**config.mk**
```make
export PLATFORM = sky130hd
export DESIGN_NAME = axi_wr_req_sequencer_flat
export DESIGN_NICKNAME = d
export VERILOG_FILES = /design/src/rtl/axi_wr_req_sequencer_if.sv /design/src/rtl/axi_wr_req_sequencer.sv /design/src/flat_wrapper.sv
export SDC_FILE = /design/constraint.sdc
export NUM_CORES = 2
export LEC_CHECK = 0
export CAP_MARGIN = 15
export CORE_MARGIN = 10
export CORE_UTILIZATION = 55
export DETAILED_ROUTE_END_ITERATION = 16
export PLACE_DENSITY = 0.77
export SYNTH_ARGS = -nofsm -noshare
export SYNTH_HDL_FRONTEND = slang
export SYNTH_SLANG_ARGS = --single-unit
```
**constraint.sdc**
```tcl
create_clock -name AClk -period 8.6 [get_ports AClk]
set_clock_uncertainty 0.15 [all_clocks]
set_input_delay 1.72 -clock AClk [delete_from_list [all_inputs] [get_ports AClk]]
set_output_delay 1.72 -clock AClk [all_outputs]
set_load 0.1 [all_outputs]
```
**src/rtl/axi_wr_req_sequencer_if.sv**
```systemverilog
// ---------------------------------------------------------------------------
// axi_wr_req_sequencer_if
//
// Bundles every non-clock/non-reset signal of axi_wr_req_sequencer.
//   slave  modport : the sequencer's own view (used as its port).
//   master modport : the environment's view (user side + AXI master side).
//
// Signal groups:
//   cmd_*            user write-command push (valid/ready)
//   wd_*             user write-data push (valid/ready)
//   aw*_d, TXN_ID_W_d, wdata_d, wstrb_d, wr_trn_en
//                    transaction fields and start pulse toward the AXI master
//   WVALID, WREADY   W-channel taps used to advance data beats
//   bresp_d, bid_d, wr_rsp_en_d
//                    write response captured from the AXI master
//   rsp_*            response FIFO pop toward the user
//   busy, rsp_ovf    status
//   timeout_err      present only when AXI_WR_SEQ_TIMEOUT_EN is defined
// ---------------------------------------------------------------------------
interface axi_wr_req_sequencer_if #(
  parameter int ADDR_WIDTH = 32,
  parameter int DATA_WIDTH = 64,
  parameter int STRB_WIDTH = DATA_WIDTH / 8
);
  logic                  cmd_valid;
  logic                  cmd_ready;
  logic [ADDR_WIDTH-1:0] cmd_addr;
  logic [3:0]            cmd_id;
  logic [1:0]            cmd_burst;
  logic [3:0]            cmd_len;
  logic [2:0]            cmd_size;
  logic [1:0]            cmd_lock;
  logic [1:0]            cmd_cache;
  logic [2:0]            cmd_prot;

  logic                  wd_valid;
  logic                  wd_ready;
  logic [DATA_WIDTH-1:0] wd_data;
  logic [STRB_WIDTH-1:0] wd_strb;

  logic [ADDR_WIDTH-1:0] awaddr_d;
  logic [3:0]            TXN_ID_W_d;
  logic [1:0]            awburst_d;
  logic [3:0]            awlen_d;
  logic [2:0]            awsize_d;
  logic [1:0]            awlock_d;
  logic [1:0]            awcache_d;
  logic [2:0]            awprot_d;
  logic [DATA_WIDTH-1:0] wdata_d;
  logic [STRB_WIDTH-1:0] wstrb_d;
  logic                  wr_trn_en;

  logic                  WVALID;
  logic                  WREADY;

  logic [1:0]            bresp_d;
  logic [3:0]            bid_d;
  logic                  wr_rsp_en_d;

  logic                  rsp_valid;
  logic                  rsp_ready;
  logic [3:0]            rsp_id;
  logic [1:0]            rsp_resp;

  logic                  busy;
  logic                  rsp_ovf;
`ifdef AXI_WR_SEQ_TIMEOUT_EN
  logic                  timeout_err;
`endif

  modport slave (
    input  cmd_valid, cmd_addr, cmd_id, cmd_burst, cmd_len, cmd_size,
           cmd_lock, cmd_cache, cmd_prot,
           wd_valid, wd_data, wd_strb,
           WVALID, WREADY, bresp_d, bid_d, wr_rsp_en_d, rsp_ready,
    output cmd_ready, wd_ready,
           awaddr_d, TXN_ID_W_d, awburst_d, awlen_d, awsize_d, awlock_d,
           awcache_d, awprot_d, wdata_d, wstrb_d, wr_trn_en,
           rsp_valid, rsp_id, rsp_resp, busy, rsp_ovf
`ifdef AXI_WR_SEQ_TIMEOUT_EN
    , output timeout_err
`endif
  );

  modport master (
    output cmd_valid, cmd_addr, cmd_id, cmd_burst, cmd_len, cmd_size,
           cmd_lock, cmd_cache, cmd_prot,
           wd_valid, wd_data, wd_strb,
           WVALID, WREADY, bresp_d, bid_d, wr_rsp_en_d, rsp_ready,
    input  cmd_ready, wd_ready,
           awaddr_d, TXN_ID_W_d, awburst_d, awlen_d, awsize_d, awlock_d,
           awcache_d, awprot_d, wdata_d, wstrb_d, wr_trn_en,
           rsp_valid, rsp_id, rsp_resp, busy, rsp_ovf
`ifdef AXI_WR_SEQ_TIMEOUT_EN
    , input timeout_err
`endif
  );
endinterface

```
**src/rtl/axi_wr_req_sequencer.sv**
```systemverilog
// ---------------------------------------------------------------------------
// axi_wr_req_sequencer
//
// Upstream feeder for the AXI master write-control stage. Write commands and
// write-data beats are buffered in two synchronous FIFOs; one transaction at
// a time is handed to the master (fields + wr_trn_en pulse), data beats are
// retired on observed W handshakes, and the master's write response is
// queued in a response FIFO for the user.
//
// Ports:
//   AClk  rising-edge clock
//   ARst  synchronous, active-low reset
//   bus   axi_wr_req_sequencer_if.slave (command/data push, master-side
//         fields, W taps, response capture, response pop, status)
//
// Optional feature (macro AXI_WR_SEQ_TIMEOUT_EN): 16-bit watchdog over
// BURST/WAIT_RSP; on expiry the head command is retired with a synthesized
// SLVERR response, its remaining beats are flushed, and the sticky
// timeout_err output is raised. Undefined by default: no watchdog.
// ---------------------------------------------------------------------------
module axi_wr_req_sequencer #(
  parameter int ADDR_WIDTH = 32,
  parameter int DATA_WIDTH = 64,
  parameter int STRB_WIDTH = DATA_WIDTH / 8,
  parameter int CMD_DEPTH  = 4,
  parameter int DATA_DEPTH = 32,
  parameter int RSP_DEPTH  = 4
) (
  input logic                   AClk,
  input logic                   ARst,
  axi_wr_req_sequencer_if.slave bus
);
  localparam int CAW   = $clog2(CMD_DEPTH);
  localparam int DAW   = $clog2(DATA_DEPTH);
  localparam int RAW   = $clog2(RSP_DEPTH);
  localparam int CMD_W = ADDR_WIDTH + 20;
  localparam int WD_W  = DATA_WIDTH + STRB_WIDTH;

  localparam logic [2:0] S_IDLE      = 3'd0;
  localparam logic [2:0] S_WAIT_DATA = 3'd1;
  localparam logic [2:0] S_ISSUE     = 3'd2;
  localparam logic [2:0] S_BURST     = 3'd3;
  localparam logic [2:0] S_WAIT_RSP  = 3'd4;
`ifdef AXI_WR_SEQ_TIMEOUT_EN
  localparam logic [2:0] S_FLUSH     = 3'd5;
`endif

  logic [2:0] state, state_nxt;
  logic [4:0] beat_cnt, beat_nxt;
  logic       hs;
  logic       cmd_pop_req, wd_pop_req, rsp_push_req;
  logic [5:0] rsp_push_data;

  assign hs = bus.WVALID && bus.WREADY;

  // Command FIFO
  logic [CMD_W-1:0]      cmd_mem [CMD_DEPTH];
  logic [CAW-1:0]        cmd_wptr, cmd_rptr;
  logic [CAW:0]          cmd_count;
  logic                  cmd_push, cmd_pop;
  logic [ADDR_WIDTH-1:0] head_addr;
  logic [3:0]            head_id, head_len;
  logic [1:0]            head_burst, head_lock, head_cache;
  logic [2:0]            head_size, head_prot;

  assign bus.cmd_ready = (cmd_count != (CAW+1)'(CMD_DEPTH));
  assign cmd_push      = bus.cmd_valid && bus.cmd_ready;
  assign cmd_pop       = cmd_pop_req && (cmd_count != '0);
  assign {head_addr, head_id, head_burst, head_len, head_size,
          head_lock, head_cache, head_prot} = cmd_mem[cmd_rptr];

  always_ff @(posedge AClk) begin
    if (cmd_push)
      cmd_mem[cmd_wptr] <= {bus.cmd_addr, bus.cmd_id, bus.cmd_burst, bus.cmd_len,
                            bus.cmd_size, bus.cmd_lock, bus.cmd_cache, bus.cmd_prot};
  end

  always_ff @(posedge AClk) begin
    if (!ARst) begin
      cmd_wptr  <= '0;
      cmd_rptr  <= '0;
      cmd_count <= '0;
    end else begin
      if (cmd_push) cmd_wptr <= cmd_wptr + CAW'(1);
      if (cmd_pop)  cmd_rptr <= cmd_rptr + CAW'(1);
      case ({cmd_push, cmd_pop})
        2'b10:   cmd_count <= cmd_count + (CAW+1)'(1);
        2'b01:   cmd_count <= cmd_count - (CAW+1)'(1);
        default: ;
      endcase
    end
  end

  // Write-data FIFO
  logic [WD_W-1:0] wd_mem [DATA_DEPTH];
  logic [DAW-1:0]  wd_wptr, wd_rptr;
  logic [DAW:0]    wd_count, wd_need;
  logic            wd_push, wd_pop;
  logic [WD_W-1:0] wd_head;

  assign bus.wd_ready = (wd_count != (DAW+1)'(DATA_DEPTH));
  assign wd_push      = bus.wd_valid && bus.wd_ready;
  assign wd_pop       = wd_pop_req && (wd_count != '0);
  assign wd_need      = (DAW+1)'(head_len) + (DAW+1)'(1);

  // Empty FIFO presents zeros so the master never sees stale or reset-less
  // storage contents.
  assign wd_head     = (wd_count != '0) ? wd_mem[wd_rptr] : '0;
  assign bus.wdata_d = wd_head[WD_W-1:STRB_WIDTH];
  assign bus.wstrb_d = wd_head[STRB_WIDTH-1:0];

  always_ff @(posedge AClk) begin
    if (wd_push) wd_mem[wd_wptr] <= {bus.wd_data, bus.wd_strb};
  end

  always_ff @(posedge AClk) begin
    if (!ARst) begin
      wd_wptr  <= '0;
      wd_rptr  <= '0;
      wd_count <= '0;
    end else begin
      if (wd_push) wd_wptr <= wd_wptr + DAW'(1);
      if (wd_pop)  wd_rptr <= wd_rptr + DAW'(1);
      case ({wd_push, wd_pop})
        2'b10:   wd_count <= wd_count + (DAW+1)'(1);
        2'b01:   wd_count <= wd_count - (DAW+1)'(1);
        default: ;
      endcase
    end
  end

  // Response FIFO
  logic [5:0]     rsp_mem [RSP_DEPTH];
  logic [RAW-1:0] rsp_wptr, rsp_rptr;
  logic [RAW:0]   rsp_count;
  logic           rsp_full, rsp_push, rsp_pop, ovf_set;
  logic [5:0]     rsp_head;

  // A full FIFO drops the response even if the user pops in the same cycle;
  // the drop decision depends only on registered occupancy.
  assign rsp_full      = (rsp_count == (RAW+1)'(RSP_DEPTH));
  assign rsp_push      = rsp_push_req && !rsp_full;
  assign ovf_set       = rsp_push_req && rsp_full;
  assign bus.rsp_valid = (rsp_count != '0);
  assign rsp_pop       = bus.rsp_ready && bus.rsp_valid;
  assign rsp_head      = bus.rsp_valid ? rsp_mem[rsp_rptr] : '0;
  assign bus.rsp_id    = rsp_head[5:2];
  assign bus.rsp_resp  = rsp_head[1:0];

  always_ff @(posedge AClk) begin
    if (rsp_push) rsp_mem[rsp_wptr] <= rsp_push_data;
  end

  always_ff @(posedge AClk) begin
    if (!ARst) begin
      rsp_wptr  <= '0;
      rsp_rptr  <= '0;
      rsp_count <= '0;
    end else begin
      if (rsp_push) rsp_wptr <= rsp_wptr + RAW'(1);
      if (rsp_pop)  rsp_rptr <= rsp_rptr + RAW'(1);
      case ({rsp_push, rsp_pop})
        2'b10:   rsp_count <= rsp_count + (RAW+1)'(1);
        2'b01:   rsp_count <= rsp_count - (RAW+1)'(1);
        default: ;
      endcase
    end
  end

`ifdef AXI_WR_SEQ_TIMEOUT_EN
  logic [15:0] wdog;
  logic        wdog_fire;
  assign wdog_fire = (wdog == 16'hFFFF) &&
                     (((state == S_BURST) && !hs) ||
                      ((state == S_WAIT_RSP) && !bus.wr_rsp_en_d));
`endif

  // Sequencing FSM
  always_comb begin
    state_nxt     = state;
    beat_nxt      = beat_cnt;
    cmd_pop_req   = 1'b0;
    wd_pop_req    = 1'b0;
    rsp_push_req  = 1'b0;
    rsp_push_data = {bus.bid_d, bus.bresp_d};
    case (state)
      S_IDLE:      if (cmd_count != '0) state_nxt = S_WAIT_DATA;
      // Whole burst must be buffered before issue; no partial bursts.
      S_WAIT_DATA: if (wd_count >= wd_need) state_nxt = S_ISSUE;
      S_ISSUE: begin
        beat_nxt  = {1'b0, head_len} + 5'd1;
        state_nxt = S_BURST;
      end
      S_BURST: begin
        if (hs) begin
          wd_pop_req = 1'b1;
          beat_nxt   = beat_cnt - 5'd1;
          if (beat_cnt == 5'd1) state_nxt = S_WAIT_RSP;
        end
      end
      S_WAIT_RSP: begin
        if (bus.wr_rsp_en_d) begin
          cmd_pop_req  = 1'b1;
          rsp_push_req = 1'b1;
          state_nxt    = S_IDLE;
        end
      end
`ifdef AXI_WR_SEQ_TIMEOUT_EN
      S_FLUSH: begin
        wd_pop_req = 1'b1;
        beat_nxt   = beat_cnt - 5'd1;
        if (beat_cnt <= 5'd1) state_nxt = S_IDLE;
      end
`endif
      default: state_nxt = S_IDLE;
    endcase
`ifdef AXI_WR_SEQ_TIMEOUT_EN
    // Watchdog expiry overrides normal progress: retire the command with a
    // synthesized SLVERR and discard whatever beats it still owns.
    if (wdog_fire) begin
      cmd_pop_req   = 1'b1;
      rsp_push_req  = 1'b1;
      wd_pop_req    = 1'b0;
      beat_nxt      = beat_cnt;
      rsp_push_data = {head_id, 2'b10};
      state_nxt     = (beat_cnt != 5'd0) ? S_FLUSH : S_IDLE;
    end
`endif
  end

  logic hold_cmd;
  assign hold_cmd      = (state_nxt == S_ISSUE) || (state_nxt == S_BURST) ||
                         (state_nxt == S_WAIT_RSP);
  assign bus.wr_trn_en = (state == S_ISSUE);
  assign bus.busy      = (state != S_IDLE);

  always_ff @(posedge AClk) begin
    if (!ARst) begin
      state          <= S_IDLE;
      beat_cnt       <= '0;
      bus.rsp_ovf    <= 1'b0;
      bus.awaddr_d   <= '0;
      bus.TXN_ID_W_d <= '0;
      bus.awburst_d  <= '0;
      bus.awlen_d    <= '0;
      bus.awsize_d   <= '0;
      bus.awlock_d   <= '0;
      bus.awcache_d  <= '0;
      bus.awprot_d   <= '0;
    end else begin
      state    <= state_nxt;
      beat_cnt <= beat_nxt;
      if (ovf_set) bus.rsp_ovf <= 1'b1;
      // Head stays put until the command is popped, so reloading every
      // cycle while the transaction is live keeps the fields stable.
      bus.awaddr_d   <= hold_cmd ? head_addr  : '0;
      bus.TXN_ID_W_d <= hold_cmd ? head_id    : '0;
      bus.awburst_d  <= hold_cmd ? head_burst : '0;
      bus.awlen_d    <= hold_cmd ? head_len   : '0;
      bus.awsize_d   <= hold_cmd ? head_size  : '0;
      bus.awlock_d   <= hold_cmd ? head_lock  : '0;
      bus.awcache_d  <= hold_cmd ? head_cache : '0;
      bus.awprot_d   <= hold_cmd ? head_prot  : '0;
    end
  end

`ifdef AXI_WR_SEQ_TIMEOUT_EN
  always_ff @(posedge AClk) begin
    if (!ARst) begin
      wdog            <= '0;
      bus.timeout_err <= 1'b0;
    end else begin
      if (wdog_fire) bus.timeout_err <= 1'b1;
      if ((state == S_ISSUE) || ((state == S_BURST) && hs))
        wdog <= '0;
      else if ((state == S_BURST) || (state == S_WAIT_RSP))
        wdog <= (wdog == 16'hFFFF) ? wdog : wdog + 16'd1;
      else
        wdog <= '0;
    end
  end
`endif

endmodule

```
**src/flat_wrapper.sv**
```systemverilog
// flat-port wrapper written by rule: the top's interface ports become plain ports
module axi_wr_req_sequencer_flat 
#(
  parameter int ADDR_WIDTH = 32,
  parameter int DATA_WIDTH = 64,
  parameter int STRB_WIDTH = DATA_WIDTH / 8,
  parameter int CMD_DEPTH  = 4,
  parameter int DATA_DEPTH = 32,
  parameter int RSP_DEPTH  = 4
)
  (AClk, ARst, bus_cmd_valid, bus_cmd_addr, bus_cmd_id, bus_cmd_burst, bus_cmd_len, bus_cmd_size, bus_cmd_lock, bus_cmd_cache, bus_cmd_prot, bus_wd_valid, bus_wd_data, bus_wd_strb, bus_WVALID, bus_WREADY, bus_bresp_d, bus_bid_d, bus_wr_rsp_en_d, bus_rsp_ready, bus_cmd_ready, bus_wd_ready, bus_awaddr_d, bus_TXN_ID_W_d, bus_awburst_d, bus_awlen_d, bus_awsize_d, bus_awlock_d, bus_awcache_d, bus_awprot_d, bus_wdata_d, bus_wstrb_d, bus_wr_trn_en, bus_rsp_valid, bus_rsp_id, bus_rsp_resp, bus_busy, bus_rsp_ovf);
  axi_wr_req_sequencer_if #(.ADDR_WIDTH(ADDR_WIDTH), .DATA_WIDTH(DATA_WIDTH), .STRB_WIDTH(STRB_WIDTH)) bus_i ();
  input logic AClk;
  input logic ARst;
  input wire logic [$bits(bus_i.cmd_valid)-1:0] bus_cmd_valid;
  input wire logic [$bits(bus_i.cmd_addr)-1:0] bus_cmd_addr;
  input wire logic [$bits(bus_i.cmd_id)-1:0] bus_cmd_id;
  input wire logic [$bits(bus_i.cmd_burst)-1:0] bus_cmd_burst;
  input wire logic [$bits(bus_i.cmd_len)-1:0] bus_cmd_len;
  input wire logic [$bits(bus_i.cmd_size)-1:0] bus_cmd_size;
  input wire logic [$bits(bus_i.cmd_lock)-1:0] bus_cmd_lock;
  input wire logic [$bits(bus_i.cmd_cache)-1:0] bus_cmd_cache;
  input wire logic [$bits(bus_i.cmd_prot)-1:0] bus_cmd_prot;
  input wire logic [$bits(bus_i.wd_valid)-1:0] bus_wd_valid;
  input wire logic [$bits(bus_i.wd_data)-1:0] bus_wd_data;
  input wire logic [$bits(bus_i.wd_strb)-1:0] bus_wd_strb;
  input wire logic [$bits(bus_i.WVALID)-1:0] bus_WVALID;
  input wire logic [$bits(bus_i.WREADY)-1:0] bus_WREADY;
  input wire logic [$bits(bus_i.bresp_d)-1:0] bus_bresp_d;
  input wire logic [$bits(bus_i.bid_d)-1:0] bus_bid_d;
  input wire logic [$bits(bus_i.wr_rsp_en_d)-1:0] bus_wr_rsp_en_d;
  input wire logic [$bits(bus_i.rsp_ready)-1:0] bus_rsp_ready;
  output wire logic [$bits(bus_i.cmd_ready)-1:0] bus_cmd_ready;
  output wire logic [$bits(bus_i.wd_ready)-1:0] bus_wd_ready;
  output wire logic [$bits(bus_i.awaddr_d)-1:0] bus_awaddr_d;
  output wire logic [$bits(bus_i.TXN_ID_W_d)-1:0] bus_TXN_ID_W_d;
  output wire logic [$bits(bus_i.awburst_d)-1:0] bus_awburst_d;
  output wire logic [$bits(bus_i.awlen_d)-1:0] bus_awlen_d;
  output wire logic [$bits(bus_i.awsize_d)-1:0] bus_awsize_d;
  output wire logic [$bits(bus_i.awlock_d)-1:0] bus_awlock_d;
  output wire logic [$bits(bus_i.awcache_d)-1:0] bus_awcache_d;
  output wire logic [$bits(bus_i.awprot_d)-1:0] bus_awprot_d;
  output wire logic [$bits(bus_i.wdata_d)-1:0] bus_wdata_d;
  output wire logic [$bits(bus_i.wstrb_d)-1:0] bus_wstrb_d;
  output wire logic [$bits(bus_i.wr_trn_en)-1:0] bus_wr_trn_en;
  output wire logic [$bits(bus_i.rsp_valid)-1:0] bus_rsp_valid;
  output wire logic [$bits(bus_i.rsp_id)-1:0] bus_rsp_id;
  output wire logic [$bits(bus_i.rsp_resp)-1:0] bus_rsp_resp;
  output wire logic [$bits(bus_i.busy)-1:0] bus_busy;
  output wire logic [$bits(bus_i.rsp_ovf)-1:0] bus_rsp_ovf;
  assign bus_i.cmd_valid = bus_cmd_valid;
  assign bus_i.cmd_addr = bus_cmd_addr;
  assign bus_i.cmd_id = bus_cmd_id;
  assign bus_i.cmd_burst = bus_cmd_burst;
  assign bus_i.cmd_len = bus_cmd_len;
  assign bus_i.cmd_size = bus_cmd_size;
  assign bus_i.cmd_lock = bus_cmd_lock;
  assign bus_i.cmd_cache = bus_cmd_cache;
  assign bus_i.cmd_prot = bus_cmd_prot;
  assign bus_i.wd_valid = bus_wd_valid;
  assign bus_i.wd_data = bus_wd_data;
  assign bus_i.wd_strb = bus_wd_strb;
  assign bus_i.WVALID = bus_WVALID;
  assign bus_i.WREADY = bus_WREADY;
  assign bus_i.bresp_d = bus_bresp_d;
  assign bus_i.bid_d = bus_bid_d;
  assign bus_i.wr_rsp_en_d = bus_wr_rsp_en_d;
  assign bus_i.rsp_ready = bus_rsp_ready;
  assign bus_cmd_ready = bus_i.cmd_ready;
  assign bus_wd_ready = bus_i.wd_ready;
  assign bus_awaddr_d = bus_i.awaddr_d;
  assign bus_TXN_ID_W_d = bus_i.TXN_ID_W_d;
  assign bus_awburst_d = bus_i.awburst_d;
  assign bus_awlen_d = bus_i.awlen_d;
  assign bus_awsize_d = bus_i.awsize_d;
  assign bus_awlock_d = bus_i.awlock_d;
  assign bus_awcache_d = bus_i.awcache_d;
  assign bus_awprot_d = bus_i.awprot_d;
  assign bus_wdata_d = bus_i.wdata_d;
  assign bus_wstrb_d = bus_i.wstrb_d;
  assign bus_wr_trn_en = bus_i.wr_trn_en;
  assign bus_rsp_valid = bus_i.rsp_valid;
  assign bus_rsp_id = bus_i.rsp_id;
  assign bus_rsp_resp = bus_i.rsp_resp;
  assign bus_busy = bus_i.busy;
  assign bus_rsp_ovf = bus_i.rsp_ovf;
  axi_wr_req_sequencer #(.ADDR_WIDTH(ADDR_WIDTH), .DATA_WIDTH(DATA_WIDTH), .STRB_WIDTH(STRB_WIDTH), .CMD_DEPTH(CMD_DEPTH), .DATA_DEPTH(DATA_DEPTH), .RSP_DEPTH(RSP_DEPTH)) u_core (.AClk(AClk), .ARst(ARst), .bus(bus_i));
endmodule
```
==> flow_metrics.env <==
export IMPL_critical_path_arrival_ns=5.43
export IMPL_setup_worst_path_start_class="flip-flop"
export IMPL_final_setup_violating_endpoints=0
export IMPL_pin_count=274
export IMPL_powerDensity_mw_per_mm2=231
export IMPL_post_synth_top_area_fraction_pct=76.1
export IMPL_rsz0062_at_grt="false"
export IMPL_gp_routability_congestion=0.742
export IMPL_top_layer_used="met5"
export IMPL_vias_in_the_first_global_route=50200
export IMPL_wl_met1_mm=89.1
export IMPL_ys_flop_type="edfxtp_1"
export IMPL_detailed_router_s_first_iteration_violation_count=6636
export IMPL_die_h_um=446
export IMPL_post_synth_cell_area_avg_um2=23.4
export IMPL_rows=156
export IMPL_timing_critical_path_cells="or4_1, nor3_1, nand2b_4, buf_4, o22ai_1, clkdlybuf4s50_1"
export IMPL_slew_violations=0
export IMPL_synth_distinct_cells=50
export IMPL_worst_slew_pin_slew_ns=1.29
export IMPL_seqPwrFrac_pct=53.9
export IMPL_worstHoldPathType="reg -> reg"
export IMPL_power_ir_vdd_worst_uv=199
export IMPL_worst_path_max_delay_cell="clkdlybuf4s50_1"
export IMPL_met3_wirelength_mm=28.0
export IMPL_wl_per_cell_um=34.8
export IMPL_fp_coreArea_mm2=0.181
export IMPL_critPathTopFamily="buffers and inverters"
export IMPL_yosys_register_bits=2636
export IMPL_timing_reg2reg_setup_slack_ns=4.62
export IMPL_routed_via_density=6.66
export IMPL_clock_fmax_mhz=137
export IMPL_cell_internal_pwr_mw=20.9
export IMPL_layout_overhead_on_the_synthesized_area_pct=14.3
export IMPL_drc=0
export IMPL_initial_core_util_pct=55.4
export IMPL_crit_share_post_route_pct=84.9
export IMPL_final_nets=4875
export IMPL_synth_warning_count=0
export IMPL_cts_max_path_buffers=4
export IMPL_crit_required_ns=6.73
export IMPL_syn_area_mm2=0.100
export IMPL_via_count=48400
export IMPL_clock_insertion_delay_worst_skew_ns=0.92
export IMPL_synth_seq_area_share_pct=78.1
export IMPL_mappedNetlistNets=4437
export IMPL_asyncSetResetFlopFracSynth_pct=0
export IMPL_status="completed"
export IMPL_gr_usage_all_layers_pct=25.4
export IMPL_synth_enable_flop_cells=2536
export IMPL_endpoint_kind="output pin"
export IMPL_max_cap_violations=0
export IMPL_synth_area_top_cells="edfxtp_1 76%, mux4_2 17%, dfxtp_1 2.0%"
export IMPL_floorplan_die_area_mm2=0.199
export IMPL_cts_tree="yes"
export IMPL_comb_pwr_share_pct=4.1
export IMPL_post_route_min_period_ns=7.30
export IMPL_timing_max_slew_rel_slack_pct=14.1
export IMPL_clk_pin_slew_worst_paths_ns=0.06
export IMPL_syn_inst=4268
export IMPL_synthDominantAreaCellType="edfxtp_1"
export IMPL_finalSetupTns_ns=0
export IMPL_total_leakage_power_nw=35.2
export IMPL_initial_antenna_violation_count=31
export IMPL_drive_above_1_share_pct=26.2
export IMPL_critical_path_peak_fanout=38
export IMPL_numClockSinks=2636
export IMPL_die_width_um=446
export IMPL_detailedRoute_firstPassIterationCount=6
export IMPL_finalWirelength_mm=253
export IMPL_path_buf_inv=2
export IMPL_antenna_left=0
export IMPL_post_cts_resized_instances=0
export IMPL_hold_buffers=0
export IMPL_clock_tree_htree_level_count=5
export IMPL_fin_total_pwr_mw=26.4
export IMPL_gr_total_overflow=0
export IMPL_critical_path_class="reg -> out"
export IMPL_post_cts_setup_buffers=0
export IMPL_first_pass_grt_wire_length_mm=364
export IMPL_route_met2_wl_mm=127
export IMPL_clock_root_cell="clkbuf_16"
export IMPL_cts_inserted_buffers=275
export IMPL_power_switching_fraction_pct=21.0
export IMPL_timing_hold_violations_final=0
export IMPL_grt_start_max_net_pins=140
export IMPL_pwr_share_clk_pct=42.0
export IMPL_critPathMaxStageDelay_ns=1.15
export IMPL_buffer_ports_inserted=273
export IMPL_switchingPower_mw=5.54
export IMPL_post_dp_hpwl_mm=121
## cell families after synthesis
kind of cell	Yosys count	share of synthesized area, %
buffers and inverters	354	1.50
AOI/OAI and AO/OA	153	0.908
muxes	816	17.5
adders and majority gates	31	0.410
xor gates and xnor gates	24	0.210
DFF	2636	78.1
and+or+nand+nor	254	1.35
## worst register-to-register path: cells and delay by family (launching register included)
family,cells,cell delay (ns)
buf+inv,1,0.80
flops,1,0.42
simple gates,5,2.18
## state kept, by name, summed over array words and instances (netlist names), 4 cells and up, named ones only
| register | cells |
|---|---|
| u_core.rsp_mem | 24 |
| u_core.wd_wptr | 5 |
| u_core.bus.awlen_d | 4 |
| u_core.wd_mem | 2304 |
| u_core.bus.awaddr_d | 32 |
| u_core.wd_count | 6 |
| u_core.bus.TXN_ID_W_d | 4 |
| u_core.cmd_mem | 208 |
| u_core.beat_cnt | 5 |
| u_core.wd_rptr | 5 |
## through the flow
| stage | area (µm²) | setup slack [ns] | utilization, % | hold slack, ns | cells |
|---|---|---|---|---|---|
| after floorplan | 100000 | 2.76 | - | 0.295 | 4268 |
| after global placement | 106000 | 2.33 | 58.7 | 0.311 | 6797 |
| after detailed placement | 106000 | 2.30 | 58.7 | 0.319 | 6798 |
| after CTS | 114000 | 1.31 | 63.2 | 0.337 | 7251 |
| after global routing | 114000 | 1.28 | 63.3 | 0.348 | 7259 |
| final | 114000 | 1.30 | 63.3 | 0.335 | 7264 |
## path summary, 6_finish.rpt
kind,endpoint,cells after the start,from
setup / recovery,bus_wdata_d[7],6,u_core.wd_count[0]$_SDFFE_PN0P_
hold reg to reg,u_core.bus.rsp_ovf$_SDFFE_PN0P_,1,u_core.bus.rsp_ovf$_SDFFE_PN0P_
hold / removal,u_core.bus.rsp_ovf$_SDFFE_PN0P_,1,u_core.bus.rsp_ovf$_SDFFE_PN0P_
setup reg to reg,u_core.wd_mem[5][7]$_DFFE_PP_,6,u_core.wd_count[3]$_SDFFE_PN0P_
## final cells by class
class                   count  area [µm²]
flip-flops and latches   2636       78200
clock inverters           111         887
well taps                2370        2970
multi-input cells        1278       20700
repair buffers            381        3860
clock buffers             342        7290
inverters                 134         503
fillers                 11300       66400
diodes                     12        30.0
## cells in the final DEF, fill, tap and decap left out, types with 6 or more instances in the layout
cell type and instances:
nand3_1 7, o22ai_1 72, nor2_4 32, clkinv_2 29, buf_4 84, clkbuf_1 58
edfxtp_1 2536, bufinv_16 15, buf_12 24, dfxtp_1 94, clkdlybuf4s50_1 272, nand2_1 30
a21oi_1 41, mux2i_1 37, xor2_1 7, or3_1 6, and3_1 53, mux2_2 36
xnor2_1 17, and2_1 39, clkbuf_16 281, ha_1 28, o21ai_0 19, mux4_2 743
inv_1 134, nor3_1 6, clkinv_1 58, nor2b_1 9, diode_2 12, nor2_1 44
## cell usage after synthesis, types with 9 or more instances
cell	instances
xnor2_1	17
a21oi_1	41
mux4_2	743
nor2_1	76
mux2i_1	37
clkbuf_1	97
nand2_1	30
and2_1	39
o22ai_1	72
inv_1	134
edfxtp_1	2536
buf_2	93
mux2_2	36
buf_1	21
o21ai_0	20
dfxtp_1	100
ha_1	28
and3_1	57
nor2b_1	9
## per-layer routing
metal  vias up  track usage, %
met5         -               0
met4        30            9.10
met3       548            6.14
met2      3451            41.4
met1     25500            33.7
li1      18800               -
## power by group through the flow
stage	combinational [mW]	sequential [mW]	clock (mW)
floorplan	0.536	14.6	0
global placement	1.04	14.5	0
detailed placement	1.07	14.5	0
CTS	1.07	14.2	11.3
global route	1.12	14.3	11.7
finish	1.07	14.2	11.1
No activity file was read; power rests on OpenSTA's default activity.
